$ cat src/rtl/vend_output_sequencer.sv
// Vending machine output sequencer: drives the product dispense pulse, meters
// out change one nickel at a time against a hopper acknowledge, and latches a
// fault if the hopper stops answering. All state updates on the falling edge.
module vend_output_sequencer #(
    parameter int DISP_CYCLES = 4,   // dispense pulse length in clocks (1..15)
    parameter int ACK_TIMEOUT = 15   // max clocks to wait for a hopper ack (1..15)
) (
    input  logic       DCLK,
    input  logic       DRES,
    input  logic [3:0] current_s,
    input  logic       chg_ack,
    output logic       dispense,
    output logic       chg_req,
    output logic [2:0] chg_left,
    output logic       vend_done,
    output logic       busy,
    output logic       fault
);

    localparam logic [2:0] S_IDLE  = 3'd0;
    localparam logic [2:0] S_DISP  = 3'd1;
    localparam logic [2:0] S_CREQ  = 3'd2;
    localparam logic [2:0] S_CWAIT = 3'd3;
    localparam logic [2:0] S_DONE  = 3'd4;
    localparam logic [2:0] S_FAULT = 3'd5;

    localparam logic [3:0] DISP_LOAD = 4'(DISP_CYCLES);
    localparam logic [3:0] TMO_LOAD  = 4'(ACK_TIMEOUT);

    logic [2:0] r_state;
    logic [2:0] w_state_nx;
    logic [3:0] r_cnt;       // shared down-counter: dispense length, then ack timeout
    logic [3:0] w_cnt_nx;
    logic [2:0] r_left;      // nickels still owed, latched at vend start
    logic [2:0] w_left_nx;
    logic       r_s3;        // previous sample of the vend-request bit
    logic       w_start;

    // A vend start is a sampled rising edge of the request bit; a level held
    // high across a transaction therefore never retriggers.
    assign w_start = current_s[3] & ~r_s3;

    // Next-state, counter and change-owed computation.
    always_comb begin
        w_state_nx = r_state;
        w_cnt_nx   = r_cnt;
        w_left_nx  = r_left;
        case (r_state)
            S_IDLE: begin
                if (w_start) begin
                    w_state_nx = S_DISP;
                    w_cnt_nx   = DISP_LOAD;
                    w_left_nx  = current_s[2:0];
                end
            end
            S_DISP: begin
                if (r_cnt <= 4'd1) begin
                    w_cnt_nx   = 4'd0;
                    w_state_nx = (r_left != 3'd0) ? S_CREQ : S_DONE;
                end else begin
                    w_cnt_nx = r_cnt - 4'd1;
                end
            end
            S_CREQ: begin
                w_state_nx = S_CWAIT;
                w_cnt_nx   = TMO_LOAD;
            end
            S_CWAIT: begin
                // An ack on the same edge the timeout expires wins.
                if (chg_ack) begin
                    w_cnt_nx   = 4'd0;
                    w_left_nx  = (r_left != 3'd0) ? r_left - 3'd1 : 3'd0;
                    w_state_nx = (r_left > 3'd1) ? S_CREQ : S_DONE;
                end else if (r_cnt <= 4'd1) begin
                    w_cnt_nx   = 4'd0;
                    w_state_nx = S_FAULT;
                end else begin
                    w_cnt_nx = r_cnt - 4'd1;
                end
            end
            S_DONE: begin
                w_state_nx = S_IDLE;
            end
            S_FAULT: begin
                // Sticky until reset; unpaid count stays visible.
                w_state_nx = S_FAULT;
            end
            default: begin
                w_state_nx = S_IDLE;
                w_cnt_nx   = 4'd0;
                w_left_nx  = 3'd0;
            end
        endcase
    end

    // State, counter and request-bit history registers.
    always_ff @(negedge DCLK or negedge DRES) begin
        if (!DRES) begin
            r_state <= S_IDLE;
            r_cnt   <= 4'd0;
            r_left  <= 3'd0;
            r_s3    <= 1'b0;
        end else begin
            r_state <= w_state_nx;
            r_cnt   <= w_cnt_nx;
            r_left  <= w_left_nx;
            r_s3    <= current_s[3];
        end
    end

    // Outputs are registered from the next-state decode so they line up with
    // the state they describe without any input-to-output path.
    always_ff @(negedge DCLK or negedge DRES) begin
        if (!DRES) begin
            dispense  <= 1'b0;
            chg_req   <= 1'b0;
            vend_done <= 1'b0;
            busy      <= 1'b0;
            fault     <= 1'b0;
        end else begin
            dispense  <= (w_state_nx == S_DISP);
            chg_req   <= (w_state_nx == S_CREQ);
            vend_done <= (w_state_nx == S_DONE);
            busy      <= (w_state_nx != S_IDLE);
            fault     <= (w_state_nx == S_FAULT);
        end
    end

    assign chg_left = r_left;

endmodule

$ cat config.mk
export PLATFORM = sky130hd
export DESIGN_NAME = vend_output_sequencer
export DESIGN_NICKNAME = d
export VERILOG_FILES = /design/src/rtl/vend_output_sequencer.sv
export SDC_FILE = /design/constraint.sdc
export NUM_CORES = 1
export LEC_CHECK = 0
export BUFFER_PORTS_ARGS = -buffer_cell sky130_fd_sc_hd__clkbuf_2
export CAP_MARGIN = 20
export CORE_MARGIN = 2
export CORE_UTILIZATION = 58
export CTS_BUF_LIST = sky130_fd_sc_hd__clkbuf_16
export DETAILED_ROUTE_END_ITERATION = 6
export PLACE_DENSITY = 0.81
export SKIP_CTS_REPAIR_TIMING = 1
export SLEW_MARGIN = 5
export SYNTH_ARGS = -nofsm -noshare
export SYNTH_HDL_FRONTEND = slang
export SYNTH_SLANG_ARGS = --single-unit
$ cat constraint.sdc
create_clock -name DCLK -period 2.35 [get_ports DCLK]
set_input_delay 0.3525 -clock DCLK [delete_from_list [all_inputs] [get_ports DCLK]]
set_output_delay 0.3525 -clock DCLK [all_outputs]
set_load 0.01 [all_outputs]
* Word level (Yosys, flattened, before mapping)
Cells that the tools add are included.
** Storage, ports and cells
- Flip-flop bits (word level) :: 16
- Output and inout bits :: 8
- Input bits :: 7
** Cells by class
- Equality and inequality tests :: 11
- Bitwise gates (word level) :: 4
- Mux-type cells :: 15
- Add/sub/neg operators :: 2
- Reduce and logical (&&, ||, !) cells :: 7
- Order comparisons :: 2
** Operators by type and width (number)
- $mux W3 :: 9
- $pmux W4 S5 :: 1
- $pmux W3 S5 :: 1
- $eq A3 B3 Y1 const B :: 4
- $mux W4 :: 3
- $eq A3 B2 Y1 const B :: 3
- $pmux W3 S3 :: 1
- $eq A3 B1 Y1 const B :: 2
- $reduce_bool A3 Y1 :: 2
- $le A4 B1 Y1 const B :: 1
- $ne A2 B2 Y1 const B :: 2
- $reduce_or A4 Y1 :: 1
- $sub A4 B1 Y4 const B :: 1
- $gt A3 B1 Y1 const B :: 1
- $logic_not A3 Y1 :: 1
- $not A1 Y1 :: 3
- $reduce_and A3 Y1 :: 1
- $sub A3 B1 Y3 const B :: 1
- $reduce_and A2 Y1 :: 1
- $reduce_or A2 Y1 :: 1
- $and A1 B1 Y1 :: 1

* Longest topological paths before layout
Gate-level depths: netlist (run 1).
- Word-level depth :: 5
- Mapped depth :: 7
- Gate-level depth less buffers :: 7

==> results.py, run 1 <==
metrics = {
    "synthesis": {
        "synth_area_leaders": "dfrtn_1 42%, nor3_1 3.6%, inv_1 3.1%",
        "synth_area_um2": 963.4,
        "syn_avg_cell_area_um2": 9.932,
        "synth_cell_type_count": 42,
        "synthMuxAreaShare_pct": 2.338,
        "synth-compound-area-share_pct": 28.31,
        "synth_nets": 106,
        "synth-simple-area-share_pct": 19.09,
        "syn_inst": 97,
        "synth_top_area_cell": "dfrtn_1",
        "synthTopCellsByCount": "16 x dfrtn_1, 8 x inv_1, 7 x nor2_1, 7 x nor3_1, 5 x nand2_1",
        "synthAdderAreaFrac_pct": 2.597,
        "synth_top_family_by_area": "compound AO/OA/AOI/OAI gates",
        "synth_seq_cells": 16,
        "synth_xor_area_share_pct": 0,
        "ys.warnings.count": 0,
        "ys_async_sr_fraction_pct": 100.0,
        "synth-seq-area-share_pct": 41.56,
        "synthFlopType": "dfrtn_1",
        "synth-edff-count": 0,
        "netlist.area_leader.share_pct": 41.56,
        "yosysMostFrequentCell": "dfrtn_1",
    },
    "setup_path": {
        "worstReg2RegEnd": "chg_left[0]$_DFFE_NN0P_",
        "r2r_start": "r_state[1]$_DFF_NN0_",
        "endpoint": "busy$_DFF_NN0_",
        "critPathRequiredTime_ps": 1260,
        "path_class": "primary input to flop",
        "r2r_cells": 4,
        "cp-end-kind": "flop",
        "r2r_setup_slack_ps": 440,
        "worstPathArrival_ps": 1300,
        "cp_max_fo": 3,
        "cp-startpoint": "chg_ack",
        "startpoint_type": "primary input",
    },
    "clock_tree": {
        "cts_root_buffer": "clkbuf_16",
        "clkSinkCount": 16,
        "cts_buffers": 3,
        "htreeDepth": 1,
        "cts_max_path_buffers": 2,
        "clk_latency_ps": 280,
        "cts_tree": "yes",
        "clk_pin_slew_ps": 40,
    },
    "power": {
        "leakagePower_nw": 0.6252,
        "power.density_nw_per_um2": 1438,
        "vdd_drop_max_mv": 0.8956,
    },
    "route": {
        "dr.pass1.iters": 4,
        "drc": 0,
        "drt.antenna.violating_nets": 0,
        "num_vias": 897,
        "drt_wl_total_mm": 2.478,
        "drt_iter0_markers": 41,
        "vias_per_cell": 6.273,
        "wire_per_inst_um": 17.33,
    },
    "timing": {
        "hold_viol_final": 0,
        "setup-tns-final_ps": -93.02,
        "worstMarginPinSlew_ps": 572.5,
        "slew_headroom_pct": 61.83,
        "setup_ws_ps": -35.57,
        "setup_viol": 4,
        "hold_slack_ps": 499.8,
        "clock_skew_ps": 5.302,
        "slew_viol_final": 0,
        "rsz0062_at_grt": "true",
    },
    "global_routing": {
        "grt_max_degree": 17,
        "grt_first_pass_wirelength_mm": 3.463,
        "use_met3_pct": 5.200,
        "top_usage_layer": "met2",
        "antenna_found_initial": 0,
        "grt_use_met1_pct": 30.81,
        "grt_pass1_vias": 783,
        "grt_use_total_pct": 24.11,
        "gr-total-overflow": 0,
        "grt_util_met2_pct": 40.29,
    },
    "run_status": {
        "violations": "setup timing",
        "status": "complete, but fails checks",
    },
    "placement": {
        "hpwl_mm": 1.677,
        "place.gp.congestion": 0.8825,
        "io_buffer_count": 14,
    },
    "run": {
        "drv_cap": 0,
    },
    "cells_and_area": {
        "area_growth_pct": 34.16,
        "drive_above_1_share_pct": 40.94,
        "final_nets": 137,
        "n_antenna_cell": 0,
    },
    "floorplan": {
        "die_x_um": 44.76,
        "die_area_um2": 2003,
        "io-pin-count": 15,
        "row_count": 14,
        "die_y_um": 44.76,
        "initial_core_util_pct": 63.22,
        "core_um2": 1524,
    },
    "worst_hold_path": {
        "hp-class": "flop to flop",
    },
}
cell type report:
| class | count | area [um^2] |
|---|---|---|
| multi-input combinational | 68 | 555.5 |
| sequential | 16 | 400.4 |
| fill | 91 | 231.5 |
| timing repair buffer | 29 | 192.7 |
| clock buffer | 3 | 75.07 |
| inverter | 10 | 45.04 |
| tap | 16 | 20.02 |
| clock inverter | 1 | 3.754 |
where the power goes:
group | switching (mW) | leakage, nW | internal [mW]
Sequential | 0.105 | 0.203 | 0.384
Combinational | 0.540 | 0.383 | 0.501
Clock | 0.103 | 0.0385 | 0.225
Total | 0.748 | 0.625 | 1.11
layer usage:
metal  up-vias  wire [um]
met5         -          0
met4         0         51
met3         8        121
met2        37       1245
met1       431       1060
li1        421          -
registers in the layout, indices dropped and copies added (netlist names):
signal / count
dispense: 1
fault: 1
r_s3: 1
chg_req: 1
busy: 1
vend_done: 1
r_cnt: 4
chg_left: 3
r_state: 3
worst max-delay path: stages:
cell,delay (ps)
buf_6,80
buf_6,110
inv_8,30
a22o_4,220
a221oi_4,350
o2111ai_1,160
kinds of logic (layout without fill, tap and decap cells):
logic type	after synthesis	after routing
and+or+nand+nor	33	33
DFF	16	16
buffers and inverters	13	43
adders and majority gates	2	2
muxes	2	2
AOI/OAI and AO/OA	31	31
cell usage in the layout (no fill, tap or decap), types with 2 or more instances in the layout:
master,netlist,routed
dfrtn_1,16,16
ha_1,2,2
nand2_1,5,4
buf_4,0,14
o21ai_0,4,4
inv_2,2,2
clkbuf_16,0,3
a22o_1,2,2
nand2b_1,2,2
inv_1,8,7
o211ai_1,2,2
nor2_1,7,7
clkbuf_2,0,10
buf_6,1,2
o21a_1,2,2
o22ai_1,3,3
nor3_1,7,7
a21oi_1,2,2
o2bb2ai_1,3,3
buf_2,2,3
per-stage QoR:
| stage | cell area [um^2] | worst slack (ps) | power (mW) | utilization (%) | cells |
|---|---|---|---|---|---|
| detailed placement | 1159 | -347.7 | 1.446 | 76.03 | 136 |
| global route | 1292 | -64.00 | 1.947 | 84.81 | 143 |
| floorplan | 999.7 | -216.8 | 1.165 | - | 97 |
| global placement | 1159 | -303.0 | 1.402 | 76.03 | 136 |
| CTS | 1237 | -144.1 | 1.781 | 81.20 | 140 |
| finish | 1292 | -35.57 | 1.858 | 84.81 | 143 |
how the worst min path moves through the flow:
stage	depth (start not counted)	to	start	slack, ps
3_5_place_dp	1	r_cnt[1]$_DFFE_NN0P_	r_cnt[1]$_DFFE_NN0P_	500
4_1_cts	1	r_cnt[1]$_DFFE_NN0P_	r_cnt[1]$_DFFE_NN0P_	500
6_report	1	r_cnt[1]$_DFFE_NN0P_	r_cnt[1]$_DFFE_NN0P_	500
5_1_grt	1	r_cnt[1]$_DFFE_NN0P_	r_cnt[1]$_DFFE_NN0P_	530
3_3_place_gp	1	r_cnt[1]$_DFFE_NN0P_	r_cnt[1]$_DFFE_NN0P_	490
2_1_floorplan	1	r_cnt[1]$_DFFE_NN0P_	r_cnt[1]$_DFFE_NN0P_	460
(Power assumes the default switching activity.)
==> run 2, diff against run 1 <==
--- a/config.mk
+++ b/config.mk
@@ -5,13 +5,13 @@
 export SDC_FILE = /design/constraint.sdc
 export NUM_CORES = 1
 export LEC_CHECK = 0
-export BUFFER_PORTS_ARGS = -buffer_cell sky130_fd_sc_hd__clkbuf_2
+export BUFFER_PORTS_ARGS = -buffer_cell sky130_fd_sc_hd__buf_2
 export CAP_MARGIN = 20
 export CORE_MARGIN = 2
-export CORE_UTILIZATION = 58
+export CORE_UTILIZATION = 49
 export CTS_BUF_LIST = sky130_fd_sc_hd__clkbuf_16
 export DETAILED_ROUTE_END_ITERATION = 6
-export PLACE_DENSITY = 0.81
+export PLACE_DENSITY = 0.73
 export SKIP_CTS_REPAIR_TIMING = 1
 export SLEW_MARGIN = 5
 export SYNTH_ARGS = -nofsm -noshare
==> constraint.sdc (replaced) <==
create_clock -name DCLK -period 2.15 [get_ports DCLK]
set_input_delay 0.3225 -clock DCLK [delete_from_list [all_inputs] [get_ports DCLK]]
set_output_delay 0.3225 -clock DCLK [all_outputs]
set_load 0.01 [all_outputs]
==> results.py, run 2 (synthesized netlist as in run 1, its figures left out) <==
metrics = {
    "run_status": {
        "status": "complete, but fails checks",
        "violations": "setup timing",
    },
    "timing": {
        "rsz0062_at_grt": "true",
        "hold_viol_final": 0,
        "slew_viol_final": 0,
        "setup_ws_ps": -136.0,
        "worstMarginPinSlew_ps": 528.0,
        "setup_viol": 15,
        "slew_headroom_pct": 64.80,
        "hold_slack_ps": 501.5,
        "clock_skew_ps": 1.786,
    },
    "floorplan": {
        "io-pin-count": 15,
        "die_area_um2": 2337,
        "die_y_um": 48.34,
        "core_um2": 1902,
        "row_count": 16,
        "die_x_um": 48.34,
        "initial_core_util_pct": 50.66,
    },
    "route": {
        "drt_iter0_markers": 28,
        "vias_per_cell": 5.813,
        "highest_layer": "met4",
        "num_vias": 901,
        "met1_length_um": 992,
        "dr.pass1.iters": 4,
        "drt.antenna.violating_nets": 0,
        "drt_wl_total_mm": 2.360,
        "drc": 0,
        "met3_length_um": 107,
        "wl_met2_mm": 1.212,
        "wire_per_inst_um": 15.23,
    },
    "power": {
        "vdd_drop_max_mv": 0.8421,
        "pwr-share-comb_pct": 56.3,
        "swShare_pct": 40.17,
        "p_int_mw": 1.238,
        "seqPwrFrac_pct": 25.8,
        "leakagePower_nw": 0.6346,
        "power.density_nw_per_um2": 1559,
        "p_sw_mw": 0.8311,
        "clockPowerShare_pct": 17.8,
    },
    "cells_and_area": {
        "n_antenna_cell": 0,
        "fillCellCount": 137,
        "final_cell_mix": "16 x dfrtn_1, 15 x buf_4, 13 x buf_2",
        "top_register": "r_cnt",
        "drive_above_1_share_pct": 42.19,
        "layout_commonest_cell": "dfrtn_1",
        "area_growth_pct": 37.79,
        "final_nets": 138,
        "largest_register_ffs": 4,
        "fin_area_um2": 1328,
    },
    "clock_tree": {
        "cts_buffers": 3,
        "cts_root_buffer": "clkbuf_16",
        "clkSinkCount": 16,
        "cts_max_path_buffers": 2,
        "clk_pin_slew_ps": 40,
        "htreeDepth": 1,
        "cts_tree": "yes",
        "clk_latency_ps": 280,
    },
    "worst_hold_path": {
        "hp-class": "flop to flop",
    },
    "global_routing": {
        "grt_first_pass_wirelength_mm": 3.843,
        "grt_pass1_vias": 828,
        "antenna_found_initial": 0,
        "grt_use_total_pct": 20.78,
        "gr-total-overflow": 0,
        "grt_max_degree": 17,
    },
    "setup_path": {
        "critPathRequiredTime_ps": 1200,
        "startpoint_type": "primary input",
        "cp_max_fo": 3,
        "path_class": "primary input to flop",
        "worstPathArrival_ps": 1340,
        "path_cells": "buf_8 > and3_4 > or3_4 > o21ai_4 > mux2_4",
        "cp_top_family": "simple AND/OR/NAND/NOR gates",
        "slowest_stage": "or3_4",
        "r2r_setup_slack_ps": 250,
        "cp-end-kind": "flop",
        "max_stage_delay_ps": 390,
        "cp_num_buf_inv": 1,
    },
    "placement": {
        "io_buffer_count": 14,
        "place.gp.congestion": 0.8235,
        "place_area_um2": 1157,
        "hpwl_mm": 1.599,
        "post-place-ws_ps": -436.3,
    },
    "run": {
        "drv_cap": 0,
    },
}
## run 2: changes by cell type in the layout (fill, tap and decap cells not counted), moves of 2 or more
| cell | change |
|---|---|
| o2bb2ai_2 | +2 |
| buf_2 | +10 |
| clkbuf_2 | -10 |
| o2bb2ai_1 | -2 |
## run 2: per-layer routing
| metal | vias up | track usage (%) |
|---|---|---|
| met4 | 0 | 8.095 |
| met1 | 448 | 26.71 |
| met3 | 5 | 2.778 |
| met2 | 28 | 35.65 |
| li1 | 420 | - |
| met5 | - | 0 |
## run 2: final timing paths
check / startpoint / to / depth (start not counted)
max reg2reg: r_cnt[0]$_DFFE_NN0P_ / chg_req$_DFF_NN0_ / 7
max in group asynchronous: DRES / r_state[1]$_DFF_NN0_ / 1
min reg2reg: r_cnt[1]$_DFFE_NN0P_ / r_cnt[1]$_DFFE_NN0P_ / 1
min: r_cnt[1]$_DFFE_NN0P_ / r_cnt[1]$_DFFE_NN0P_ / 1
max: chg_ack / chg_left[0]$_DFFE_NN0P_ / 5
min in group asynchronous: DRES / r_cnt[2]$_DFFE_NN0P_ / 1
## run 2: cell type report
class                      count  area (um^2)  area share, %
clock buffer                   3        75.07          5.655
clock inverter                 1        3.754         0.2828
inverter                      10        45.04          3.393
multi-input combinational     68        565.5          42.60
sequential                    16        400.4          30.16
tap                           27        33.78          2.545
timing repair buffer          30        203.9          15.36
## run 2: per-stage QoR
stage / TNS [ps] / power, mW / instances / util (%)
floorplan: -652.1 / 1.273 / 97 / -
global placement: -3635 / 1.520 / 145 / 60.86
detailed placement: -3980 / 1.550 / 145 / 60.86
CTS: -954.9 / 1.925 / 149 / 65.00
global route: -1218 / 2.194 / 155 / 69.80
finish: -890.1 / 2.069 / 155 / 69.80
## run 2: power groups by stage
stage	clock (mW)	combinational, mW	sequential, mW
6_report	0.369	1.17	0.534
5_1_grt	0.391	1.25	0.551
4_1_cts	0.370	1.02	0.534
3_5_place_dp	0	1.01	0.540
3_3_place_gp	0	0.982	0.538
2_1_floorplan	0	0.748	0.525
==> run 3, diff against run 2 <==
--- a/config.mk
+++ b/config.mk
@@ -7,11 +7,11 @@
 export LEC_CHECK = 0
 export BUFFER_PORTS_ARGS = -buffer_cell sky130_fd_sc_hd__buf_2
 export CAP_MARGIN = 20
-export CORE_MARGIN = 2
-export CORE_UTILIZATION = 49
+export CORE_MARGIN = 1.5
+export CORE_UTILIZATION = 54
 export CTS_BUF_LIST = sky130_fd_sc_hd__clkbuf_16
 export DETAILED_ROUTE_END_ITERATION = 6
-export PLACE_DENSITY = 0.73
+export PLACE_DENSITY = 0.76
 export SKIP_CTS_REPAIR_TIMING = 1
 export SLEW_MARGIN = 5
 export SYNTH_ARGS = -nofsm -noshare
==> constraint.sdc (replaced) <==
create_clock -name DCLK -period 2.3 [get_ports DCLK]
set_input_delay 0.345 -clock DCLK [delete_from_list [all_inputs] [get_ports DCLK]]
set_output_delay 0.345 -clock DCLK [all_outputs]
set_load 0.01 [all_outputs]
==> results.py, run 3 (synthesized netlist as in run 1, its figures left out) <==
metrics = {
    "run_status": {
        "status": "complete, but fails checks",
        "violations": "setup timing",
    },
    "setup_path": {
        "r2r_start": "r_cnt[0]$_DFFE_NN0P_",
        "cp_top_family": "simple AND/OR/NAND/NOR gates",
        "slowest_stage": "or3_4",
        "cp_num_buf_inv": 1,
        "r2r_cells": 7,
        "cp_max_fo": 3,
        "startpoint_type": "primary input",
        "path_class": "primary input to flop",
        "r2r_setup_slack_ps": 460,
        "critPathRequiredTime_ps": 1270,
        "cp-startpoint": "chg_ack",
        "cp-end-kind": "flop",
        "path_cells": "buf_8 > and3_4 > or3_4 > o21ai_4 > mux2_4",
        "cp.depth": 5,
        "max_stage_delay_ps": 340,
        "worstPathArrival_ps": 1310,
    },
    "cells_and_area": {
        "drive_above_1_share_pct": 41.86,
        "fillCellCount": 112,
        "utilization_pct": 76.92,
        "final_cell_mix": "16 x dfrtn_1, 16 x buf_4, 13 x buf_2",
        "n_antenna_cell": 0,
        "top_register": "r_cnt",
        "final_nets": 139,
        "largest_register_ffs": 4,
        "layout.cells.non_filler": 154,
        "area_growth_pct": 36.36,
    },
    "route": {
        "wire_per_inst_um": 15.40,
        "drt_wl_total_mm": 2.371,
        "drt.antenna.violating_nets": 0,
        "drt_iter0_markers": 28,
        "drc": 0,
        "vias_per_cell": 5.669,
        "dr.pass1.iters": 5,
        "num_vias": 873,
    },
    "timing": {
        "setup_ws_ps": -33.50,
        "worstMarginPinSlew_ps": 403.4,
        "slew_viol_final": 0,
        "clock_skew_ps": 3.094,
        "setup-tns-final_ps": -45.39,
        "slew_headroom_pct": 73.10,
        "hold_viol_final": 0,
        "rsz0062_at_grt": "true",
        "setup_viol": 5,
    },
    "global_routing": {
        "grt_use_met1_pct": 32.75,
        "antenna_found_initial": 0,
        "grt_util_met2_pct": 41.71,
        "top_usage_layer": "met2",
        "gr-total-overflow": 0,
        "grt_first_pass_wirelength_mm": 3.753,
        "use_met3_pct": 4.000,
        "grt_max_degree": 17,
        "grt_use_total_pct": 26.37,
        "grt_pass1_vias": 844,
    },
    "placement": {
        "hpwl_mm": 1.671,
        "io_buffer_count": 14,
        "place.gp.congestion": 0.8150,
        "post-place-cells": 148,
    },
    "power": {
        "power.density_nw_per_um2": 1432,
        "leakagePower_nw": 0.6371,
        "vdd_drop_max_mv": 0.8874,
    },
    "clock_tree": {
        "cts_tree": "yes",
        "htreeDepth": 1,
        "cts_buffers": 3,
        "cts_root_buffer": "clkbuf_16",
        "clkSinkCount": 16,
        "clk_pin_slew_ps": 40,
        "clk_latency_ps": 280,
        "cts_max_path_buffers": 2,
    },
    "floorplan": {
        "io-pin-count": 15,
        "die_area_um2": 2047,
        "initial_core_util_pct": 56.41,
        "row_count": 15,
        "die_x_um": 45.24,
        "core_um2": 1708,
        "die_y_um": 45.24,
    },
    "worst_hold_path": {
        "hp-start": "r_cnt[1]$_DFFE_NN0P_",
        "hold_path_depth": 1,
        "hp-class": "flop to flop",
    },
    "run": {
        "drv_cap": 0,
    },
}
-- run 3: cell count changes in the layout (fill, tap and decap cells not counted), sizes merged --
cell and delta:
buf +1
-- run 3: layout make-up --
| type | count | area [um^2] | area share (%) |
|---|---|---|---|
| Clock buffer | 3 | 75.07 | 5.714 |
| Timing Repair Buffer | 31 | 211.5 | 16.10 |
| Multi-Input combinational cell | 68 | 546.8 | 41.62 |
| Inverter | 10 | 45.04 | 3.429 |
| Sequential cell | 16 | 400.4 | 30.48 |
| Clock inverter | 1 | 3.754 | 0.2857 |
| Tap cell | 25 | 31.28 | 2.381 |
-- run 3: final timing paths --
check                                           to
setup / recovery           chg_left[0]$_DFFE_NN0P_
hold / removal                r_cnt[1]$_DFFE_NN0P_
setup reg to reg                    busy$_DFF_NN0_
hold reg to reg               r_cnt[1]$_DFFE_NN0P_
max in group asynchronous           busy$_DFF_NN0_
min in group asynchronous  chg_left[0]$_DFFE_NN0P_
-- run 3: metal layers --
metal | wire [um] | share of wire (%)
met1 | 989 | 42
met5 | 0 | 0
met3 | 108 | 4.6
met2 | 1177 | 50
met4 | 97 | 4.1
-- run 3: worst register-to-register path, stage by stage (launching register included) --
cell	delay [ps]
dfrtn_1	470
inv_1	90
ha_1	250
nor2_1	200
nor2_2	130
a31oi_1	260
buf_4	160
o2111ai_2	90
-- run 3: metrics by stage --
stage               cell area (um^2)  hold slack [ps]  setup slack (ps)  total power [mW]
floorplan                      999.7            457.8            -234.3             1.190
global route                    1314            522.6            -55.83             1.998
CTS                             1271            506.8            -116.3             1.839
global placement                1192            488.1            -328.0             1.440
detailed placement              1192            507.0            -351.4             1.480
finish                          1314            501.3            -33.50             1.881
-- run 3: report_power, final --
part	internal [mW]	total (mW)	switching, mW	leakage [nW]
Sequential	0.392	0.496	0.104	0.203
Clock	0.231	0.342	0.111	0.0385
Combinational	0.515	1.04	0.528	0.395
Total	1.14	1.88	0.743	0.637
